<file path="config.mk">
export PLATFORM = sky130hd
export DESIGN_NAME = lsu_mem_port
export DESIGN_NICKNAME = d
export VERILOG_FILES = /design/src/rtl/lsu_mem_port.sv
export SDC_FILE = /design/constraint.sdc
export NUM_CORES = 1
export LEC_CHECK = 0
export CAP_MARGIN = 20
export CORE_UTILIZATION = 32
export DETAILED_ROUTE_END_ITERATION = 8
export HOLD_SLACK_MARGIN = 0.06
export PLACE_DENSITY = 0.7
export SYNTH_ARGS = -nofsm -noshare
export SYNTH_HDL_FRONTEND = slang
export SYNTH_SLANG_ARGS = --single-unit
</file>
<file path="constraint.sdc">
create_clock -name clk -period 4.3 [get_ports clk]
set_clock_uncertainty 0.1 [all_clocks]
set_input_delay 0.43 -clock clk [delete_from_list [all_inputs] [get_ports clk]]
set_output_delay 0.43 -clock clk [all_outputs]
set_load 0.05 [all_outputs]
</file>
<file path="src/rtl/lsu_mem_port.sv">
// RV32I memory-stage load/store unit: one outstanding request on a request/ready
// data port, with pipeline stall, load extension and fault reporting.
module lsu_mem_port #(
  parameter int TIMEOUT = 16
) (
  input  logic        clk,
  input  logic        rst,
  input  logic        load,
  input  logic        store,
  input  logic [2:0]  fun3,
  input  logic [31:0] addr,
  input  logic [31:0] store_data,
  output logic        mem_req,
  output logic        mem_we,
  output logic [31:0] mem_addr,
  output logic [31:0] mem_wdata,
  output logic [3:0]  mem_wstrb,
  input  logic        mem_ready,
  input  logic [31:0] mem_rdata,
  output logic        stall,
  output logic        lsu_valid,
  output logic [31:0] load_data,
  output logic [1:0]  fault
);

  typedef enum logic [1:0] {IDLE, BUSY, DONE} state_t;

  localparam logic [7:0] TMO_LAST = 8'(TIMEOUT - 1);

  localparam logic [1:0] F_OK    = 2'b00;
  localparam logic [1:0] F_ALIGN = 2'b01;
  localparam logic [1:0] F_ILL   = 2'b10;
  localparam logic [1:0] F_TMO   = 2'b11;

  state_t      state_q, state_d;
  logic [7:0]  cnt_q, cnt_d;
  logic        req_q, req_d;
  logic        we_q, we_d;
  logic [31:0] addr_q, addr_d;
  logic [31:0] wdata_q, wdata_d;
  logic [3:0]  wstrb_q, wstrb_d;
  logic [2:0]  f3_q, f3_d;
  logic [1:0]  lo_q, lo_d;
  logic [31:0] ld_q, ld_d;
  logic        valid_q, valid_d;
  logic [1:0]  fault_q, fault_d;

  logic        illegal, misaligned;
  logic [3:0]  wstrb_c;
  logic [31:0] wdata_c;
  logic [7:0]  rd_byte;
  logic [15:0] rd_half;
  logic [31:0] rd_ext;

  always_comb begin
    illegal = 1'b0;
    if (load && store) illegal = 1'b1;
    else if (load)  illegal = !(fun3 inside {3'b000, 3'b001, 3'b010, 3'b100, 3'b101});
    else if (store) illegal = !(fun3 inside {3'b000, 3'b001, 3'b010});
    misaligned = ((fun3[1:0] == 2'b01) && addr[0]) ||
                 ((fun3 == 3'b010) && (addr[1:0] != 2'b00));
  end

  // Store lanes are replicated so the memory only has to honour the strobes.
  always_comb begin
    case (fun3)
      3'b000: begin
        wstrb_c = 4'b0001 << addr[1:0];
        wdata_c = {4{store_data[7:0]}};
      end
      3'b001: begin
        wstrb_c = addr[1] ? 4'b1100 : 4'b0011;
        wdata_c = {2{store_data[15:0]}};
      end
      default: begin
        wstrb_c = 4'b1111;
        wdata_c = store_data;
      end
    endcase
  end

  always_comb begin
    case (lo_q)
      2'b00:   rd_byte = mem_rdata[7:0];
      2'b01:   rd_byte = mem_rdata[15:8];
      2'b10:   rd_byte = mem_rdata[23:16];
      default: rd_byte = mem_rdata[31:24];
    endcase
    rd_half = lo_q[1] ? mem_rdata[31:16] : mem_rdata[15:0];
    case (f3_q)
      3'b000:  rd_ext = {{24{rd_byte[7]}}, rd_byte};
      3'b001:  rd_ext = {{16{rd_half[15]}}, rd_half};
      3'b100:  rd_ext = {24'h0, rd_byte};
      3'b101:  rd_ext = {16'h0, rd_half};
      default: rd_ext = mem_rdata;
    endcase
  end

  always_comb begin
    state_d = state_q;
    cnt_d   = cnt_q;
    req_d   = req_q;
    we_d    = we_q;
    addr_d  = addr_q;
    wdata_d = wdata_q;
    wstrb_d = wstrb_q;
    f3_d    = f3_q;
    lo_d    = lo_q;
    ld_d    = ld_q;
    valid_d = 1'b0;
    fault_d = fault_q;
    case (state_q)
      IDLE: begin
        if (load || store) begin
          if (illegal) begin
            state_d = DONE;
            valid_d = 1'b1;
            fault_d = F_ILL;
            ld_d    = 32'h0;
          end else if (misaligned) begin
            state_d = DONE;
            valid_d = 1'b1;
            fault_d = F_ALIGN;
            ld_d    = 32'h0;
          end else begin
            state_d = BUSY;
            req_d   = 1'b1;
            we_d    = store;
            addr_d  = {addr[31:2], 2'b00};
            wdata_d = wdata_c;
            wstrb_d = store ? wstrb_c : 4'b0000;
            f3_d    = fun3;
            lo_d    = addr[1:0];
            cnt_d   = 8'd0;
          end
        end
      end
      BUSY: begin
        if (mem_ready) begin
          state_d = DONE;
          req_d   = 1'b0;
          valid_d = 1'b1;
          fault_d = F_OK;
          ld_d    = we_q ? 32'h0 : rd_ext;
        end else if (cnt_q == TMO_LAST) begin
          state_d = DONE;
          req_d   = 1'b0;
          valid_d = 1'b1;
          fault_d = F_TMO;
          ld_d    = 32'h0;
        end else begin
          cnt_d = cnt_q + 8'd1;
        end
      end
      default: state_d = IDLE;
    endcase
  end

  always_ff @(posedge clk or posedge rst) begin
    if (rst) begin
      state_q <= IDLE;
      cnt_q   <= 8'd0;
      req_q   <= 1'b0;
      we_q    <= 1'b0;
      addr_q  <= 32'h0;
      wdata_q <= 32'h0;
      wstrb_q <= 4'b0000;
      f3_q    <= 3'b000;
      lo_q    <= 2'b00;
      ld_q    <= 32'h0;
      valid_q <= 1'b0;
      fault_q <= F_OK;
    end else begin
      state_q <= state_d;
      cnt_q   <= cnt_d;
      req_q   <= req_d;
      we_q    <= we_d;
      addr_q  <= addr_d;
      wdata_q <= wdata_d;
      wstrb_q <= wstrb_d;
      f3_q    <= f3_d;
      lo_q    <= lo_d;
      ld_q    <= ld_d;
      valid_q <= valid_d;
      fault_q <= fault_d;
    end
  end

  // Stall must rise in the accept cycle, so it cannot wait for a register.
  assign stall = !rst && ((state_q == BUSY) || ((state_q == IDLE) && (load || store)));

  assign mem_req   = req_q;
  assign mem_we    = we_q;
  assign mem_addr  = addr_q;
  assign mem_wdata = wdata_q;
  assign mem_wstrb = wstrb_q;
  assign lsu_valid = valid_q;
  assign load_data = ld_q;
  assign fault     = fault_q;

endmodule

</file>
==> impl_results.md, run 1 <==
* Final hold violations at 0
* Post-route ant nets at 0
* Syn avg cell area at 10.8 um2
* First drt pass iteration count at 4
* Final Util at 0.494
* F_max at 0.361 GHz
* Setup Buffers After CTS at 0
* Row count at 48
* Cell Area, Synth at 0.00562 mm2
* # placed instances at 927
* GR peak layer: met2
* CTS Buf Count at 17
* Hold Buf Count CTS at 0
* DRC at 0
* HPWL after detailed placement at 10900 um
* Met3 global-route usage at 0.0612
* Die area at 0.0181 mm2
* # clock sinks at 118
* Vias in the first global route at 4582
* Critical path startpoint category: input pin
* Initial Utilization at 0.326
* Layout net count at 826
* Crit end category: primary output
* Initial antenna violation count at 0
* Synth area leader: dfrtp_1
* WL per Instance at 16.3 um
* Max Root-Sink Buffers at 2
* YS warnings at 0
* Main area contributors after synthesis: dfrtp_1 (53%), mux2_4 (7.5%), nand2_1 (5.7%)
* GRT overflow at 0
* Status: finished clean
* Clock Latency Late Sink at 0.42 ns
* EDFF count, synth at 0
* Met2 GRT Util at 0.297
* Cts repair resizes at 0
* Final Cycle Share at 0.645
* Max Cap Viol at 0
* Worst EP required at 3.77 ns
* Die Height at 134 um
* Post-synth top area share at 0.526
* Ys async rst share at 1.00
* Via density at 4.85
* PortBufs at 207
* TritonCTS clock tree: yes
* Top cells by count, synth: dfrtp_1 (118), nand2_1 (86), o21ai_0 (57)
* Post-synthesis sequential area ratio at 0.526
* Via count at 4637
* CTS root buf: clkbuf_16
* Setup repair after global routing missed its margin: false
* Min Tclk post-route at 2.77 ns
* Drt initial violations at 251
* Fin worst setup slack at 1.53 ns
* Worst IR Drop VDD at 0.000359 V
* Total power at 7170 uW
* Critical path class: input pin to primary output
* Largest net degree at the start of global routing at 119
* H-tree levels at 4
* Seq cells post-synth at 118
* Power per cell area at 841 mW/mm2
* Finished Layout Cells at 957
* Synth cell types at 44
* First-pass GRT wire length at 24600 um
* Met1 usage in global routing at 0.213
* Die width at 134 um
* CTS clk-pin slew, worst paths at 0.05 ns
* Synth-to-Final Area Change at 51.7%
* Num ports at 210
* Count leader, synth: dfrtp_1
* Worst Tran Pin Value at 1.01 ns
* Share of cells above drive strength 1 at 0.120
* Core Footprint at 0.0172 mm2
* Ys flop type: dfrtp_1
* Max-slew violations at 0
* Final WL at 15600 um
* P_leak at 0.00374 uW
* Tot GR Track Use at 0.178
* Ant. Diodes at 0
* Crit Path Max Fanout at 6
* Cell count after synthesis at 521
* Relative slew slack at 0.328
* Gpl congestion at 0.762
* Final setup TNS at 0 ns
* Post-Place Setup Slack at 1.23 ns
* Final setup fails at 0
* Hold WC Path Type: flop to flop
* Critical path arrival at 2.24 ns
worst max-delay path, stage by stage:
cell	delay (ns)
clkdlybuf4s50_1	0.48
nor3_1	0.52
nor3_1	0.09
clkdlybuf4s50_1	0.72
routing by layer:
layer	share of wire	up-vias	wire [um]
met5	0	-	0
met2	0.49	163	7590
met1	0.41	2220	6480
met3	0.086	18	1340
li1	-	2236	-
met4	0.015	0	227
worst paths after layout:
kind	from	to	slack [ns]	depth (start not counted)
min reg2reg	load_data[2]	load_data[2]	0.36	2
max	store	stall	1.53	4
max in group asynchronous	rst	mem_addr[18]	3.15	3
min	load_data[2]	load_data[2]	0.36	2
max reg2reg	lo_q[1]	load_data[20]	1.89	5
min in group asynchronous	rst	state_q[1]	0.45	3
flip-flops by register name, summed over array words and instances, names as in the netlist:
| signal | count |
|---|---|
| load_data | 32 |
| mem_wdata | 32 |
| mem_addr | 30 |
| cnt_q | 8 |
| mem_wstrb | 4 |
| f3_q | 3 |
| fault | 2 |
| lo_q | 2 |
| state_q | 2 |
| lsu_valid | 1 |
| mem_req | 1 |
| mem_we | 1 |
layout make-up:
cell class / instances / area, um2
inverters: 10 / 40.0
multi-input cells: 358 / 2480
clock inverters: 10 / 155
clock buffers: 20 / 447
repair buffers: 216 / 2160
well taps: 225 / 282
fillers: 1602 / 8720
flip-flops and latches: 118 / 2950
cell families (layout without fill, tap and decap cells):
group                      Yosys count  count (layout)  synth area share
muxes                               70              70             0.155
other                                1               2          0.000668
DFF                                118             118             0.526
buffers and inverters               46             256            0.0381
AOI/OAI and AO/OA                  119             119             0.141
and+or+nand+nor                    166             166             0.137
adders and majority gates            1               1           0.00223
power breakdown:
group | switching [uW] | total, uW | leakage (uW) | internal, uW
logic | 2380 | 3750 | 0.00196 | 1370
registers | 348 | 1940 | 0.00149 | 1590
clock network | 505 | 1480 | 0.000292 | 972
total | 3240 | 7170 | 0.00374 | 3930
cell usage in the layout (no fill, tap or decap), types with 4 or more instances in the layout:
master             n
bufinv_16          4
mux2_2            15
a21boi_0           5
clkbuf_16         17
o21ai_0           57
nand2b_1          19
or3_1              6
nor2b_1            9
a22oi_1            7
mux2i_1           26
nand2_1           86
nand3_1            6
clkinv_2           4
a22o_1            21
clkdlybuf4s50_1  207
buf_4              7
dfrtp_1          118
o221ai_1           7
mux2_4            28
inv_1              9
a32oi_1            7
nor2_1            23
stage by stage:
stage	area (um2)	hold WS (ns)
2_1_floorplan	5620	0.405
3_5_place_dp	7920	0.355
3_3_place_gp	7920	0.351
4_1_cts	8520	0.367
5_1_grt	8520	0.389
6_report	8520	0.364
(Power assumes the default switching activity.)
==> run 2: changes to the inputs <==
clock period = 2.8 ns   (was 4.3 ns; I/O delays follow)
==> run 2 against run 1 <==
  * Sequential share of layout area shrank 0.50 points
  * Non-clock buffer count increased by 11
  * Utilization rose by 0.72 points
  * Combinational power is 56% higher
  * First-iteration DRC count shrank 15%
  * Count of clock-buffer cells in the layout is 3 higher
  * Register-to-register slack got worse by 1.3 ns
  * Critical path depth shrank 2
  * Setup slack lost 1.0 ns
  * Final cell count grew 1.4%
  * Hold slack worse by 0.035 ns
  * Sequential power rose by 54%
  * Critical path type is now flop to primary output
  * Largest power group unchanged
==> impl_results.md, run 2 (synthesis gave the netlist of run 1 again) <==
* Hold Buf Count CTS at 0 (unchanged)
* F_max at 0.436 GHz
* Largest net degree at the start of global routing at 119 (unchanged)
* Core Footprint at 0.0172 mm2 (unchanged)
* Cts repair resizes at 0 (unchanged)
* Fin worst setup slack at 0.508 ns (-1.02 ns)
* H-tree levels at 4 (unchanged)
* Max-slew violations at 0 (unchanged)
* Met2 GRT Util at 0.305 (+0.00806)
* Setup repair after global routing missed its margin: false
* TritonCTS clock tree: yes
* DRC at 0 (unchanged)
* Via density at 4.90 (+1.1%)
* Initial antenna violation count at 0 (unchanged)
* Row count at 48 (unchanged)
* Setup Buffers After CTS at 0 (unchanged)
* Critical path class: flop to primary output
* Synth-to-Final Area Change at 53.9%
* Gpl congestion at 0.789 (+3.6%)
* CTS root buf: clkbuf_16
* P_leak at 0.00381 uW (+2.0%)
* Worst EP required at 2.42 ns (-1.35 ns)
* Hold WC Path Type: input pin to asynchronous set/reset pin
* Final Util at 0.501 (+0.00719)
* Power per cell area at 1290 mW/mm2 (+53%)
* Die Height at 134 um (unchanged)
* Tot GR Track Use at 0.182 (+0.00374)
* Met3 global-route usage at 0.0634 (+0.00225)
* GR peak layer: met2
* CP delay by family, top: buffers and inverters
* Initial Utilization at 0.326 (unchanged)
* Critical path startpoint category: flop
* CTS clk-pin slew, worst paths at 0.06 ns (about the same)
* Clock Latency Late Sink at 0.41 ns (about the same)
* First-pass GRT wire length at 25100 um (+2.3%)
* Min Tclk post-route at 2.29 ns
* WL per Instance at 16.4 um (+0.67%)
* Crit Path Max Fanout at 7 (+1)
* Ant. Diodes at 0 (unchanged)
* Critical path arrival at 1.91 ns (-0.33 ns)
* Vias in the first global route at 4828 (+5.4%)
* Max stage delay on crit path at 0.82 ns (+0.10 ns)
* Cell Chain, Critical Path: nor3_1 -> clkdlybuf4s50_1
* Critical path buffer and inverter count at 1 (-1)
* Drt initial violations at 213 (-15%)
* Worst IR Drop VDD at 0.000839 V (+130%)
* Met1 usage in global routing at 0.213 (about the same)
* Die width at 134 um (unchanged)
* Max Cap Viol at 0 (unchanged)
* Final Cycle Share at 0.818
* Final setup fails at 0 (unchanged)
* Relative slew slack at 0.565 (+0.237)
* Commonest non-fill, non-tap cell in the layout: clkdlybuf4s50_1
* Post-Place Setup Slack at 0.160 ns (-1.07 ns)
* Crit end category: primary output
* Status: finished clean
* Share of cells above drive strength 1 at 0.133 (+0.0127)
* Layout net count at 837 (+1.3%)
* Worst Tran Pin Value at 0.652 ns (-0.355 ns)
* Post-route ant nets at 0 (unchanged)
* Final hold violations at 0 (unchanged)
* Most frequent cells in the layout: clkdlybuf4s50_1 (207), dfrtp_1 (118), nand2_1 (86)
* Via count at 4750 (+2.4%)
* HPWL after detailed placement at 11500 um (+4.9%)
* Max Root-Sink Buffers at 2 (unchanged)
* Num ports at 210 (unchanged)
* Die area at 0.0181 mm2 (unchanged)
* Final setup TNS at 0 ns (unchanged)
* GRT overflow at 0 (unchanged)
* First drt pass iteration count at 5 (+1)
* # clock sinks at 118 (unchanged)
* Final WL at 16000 um (+2.0%)
* Critical-path top delay cell: clkdlybuf4s50_1
* CTS Buf Count at 17 (unchanged)
* PortBufs at 207 (unchanged)
-- run 2: changes by cell type in the layout (fill, tap and decap cells not counted), sizes merged --
cell	before	now
clkinv	4	5
clkinvlp	2	1
inv	10	9
clkbuf	20	23
buf	9	20
-- run 2: layout make-up --
type                            instances  area [um2]
Clock buffer                           23         468
Clock inverter                          9         149
Inverter                               10        41.3
Multi-Input combinational cell        358        2480
Tap cell                              225         282
Fill cell                            1531        8590
Timing Repair Buffer                  227        2270
Sequential cell                       118        2950
-- run 2: worst register-to-register path, delay by kind of cell, from the launching register on --
family                 cells  cell delay (ns)
AO/OA/AOI/OAI              3             0.88
buffers and inverters      1             0.21
flip-flops                 1             0.39
AND/OR/NAND/NOR            1             0.56
-- run 2: metrics by stage --
stage	hold slack, ns	instance area (um2)	cells	total power (uW)
after floorplan	0.329	5620	522	6800
after global placement	0.351	8030	938	8820
after detailed placement	0.358	8030	938	8890
after CTS	0.356	8640	970	11200
after global routing	0.363	8640	970	11700
final	0.329	8640	970	11100
-- run 2: power breakdown --
group / switching, uW / internal (uW) / total [uW]
registers: 539 / 2450 / 2990
clock network: 760 / 1530 / 2290
logic: 3690 / 2160 / 5850
total: 4990 / 6140 / 11100
-- run 2: final timing paths --
path | from | cells past startpoint | endpoint | slack [ns]
setup / recovery | state_q[1] | 2 | stall | 0.51
min in group clk | load_data[2] | 2 | load_data[2] | 0.37
hold / removal | rst | 3 | load_data[29] | 0.33
hold reg to reg | load_data[2] | 2 | load_data[2] | 0.37
setup reg to reg | cnt_q[7] | 5 | load_data[23] | 0.56
max in group asynchronous | rst | 3 | mem_addr[20] | 1.77
-- run 2: layer usage --
metal  share of wire  vias up
met1            0.41     2272
met5               0        -
met3           0.077       26
met2            0.49      177
li1                -     2275
met4           0.019        0
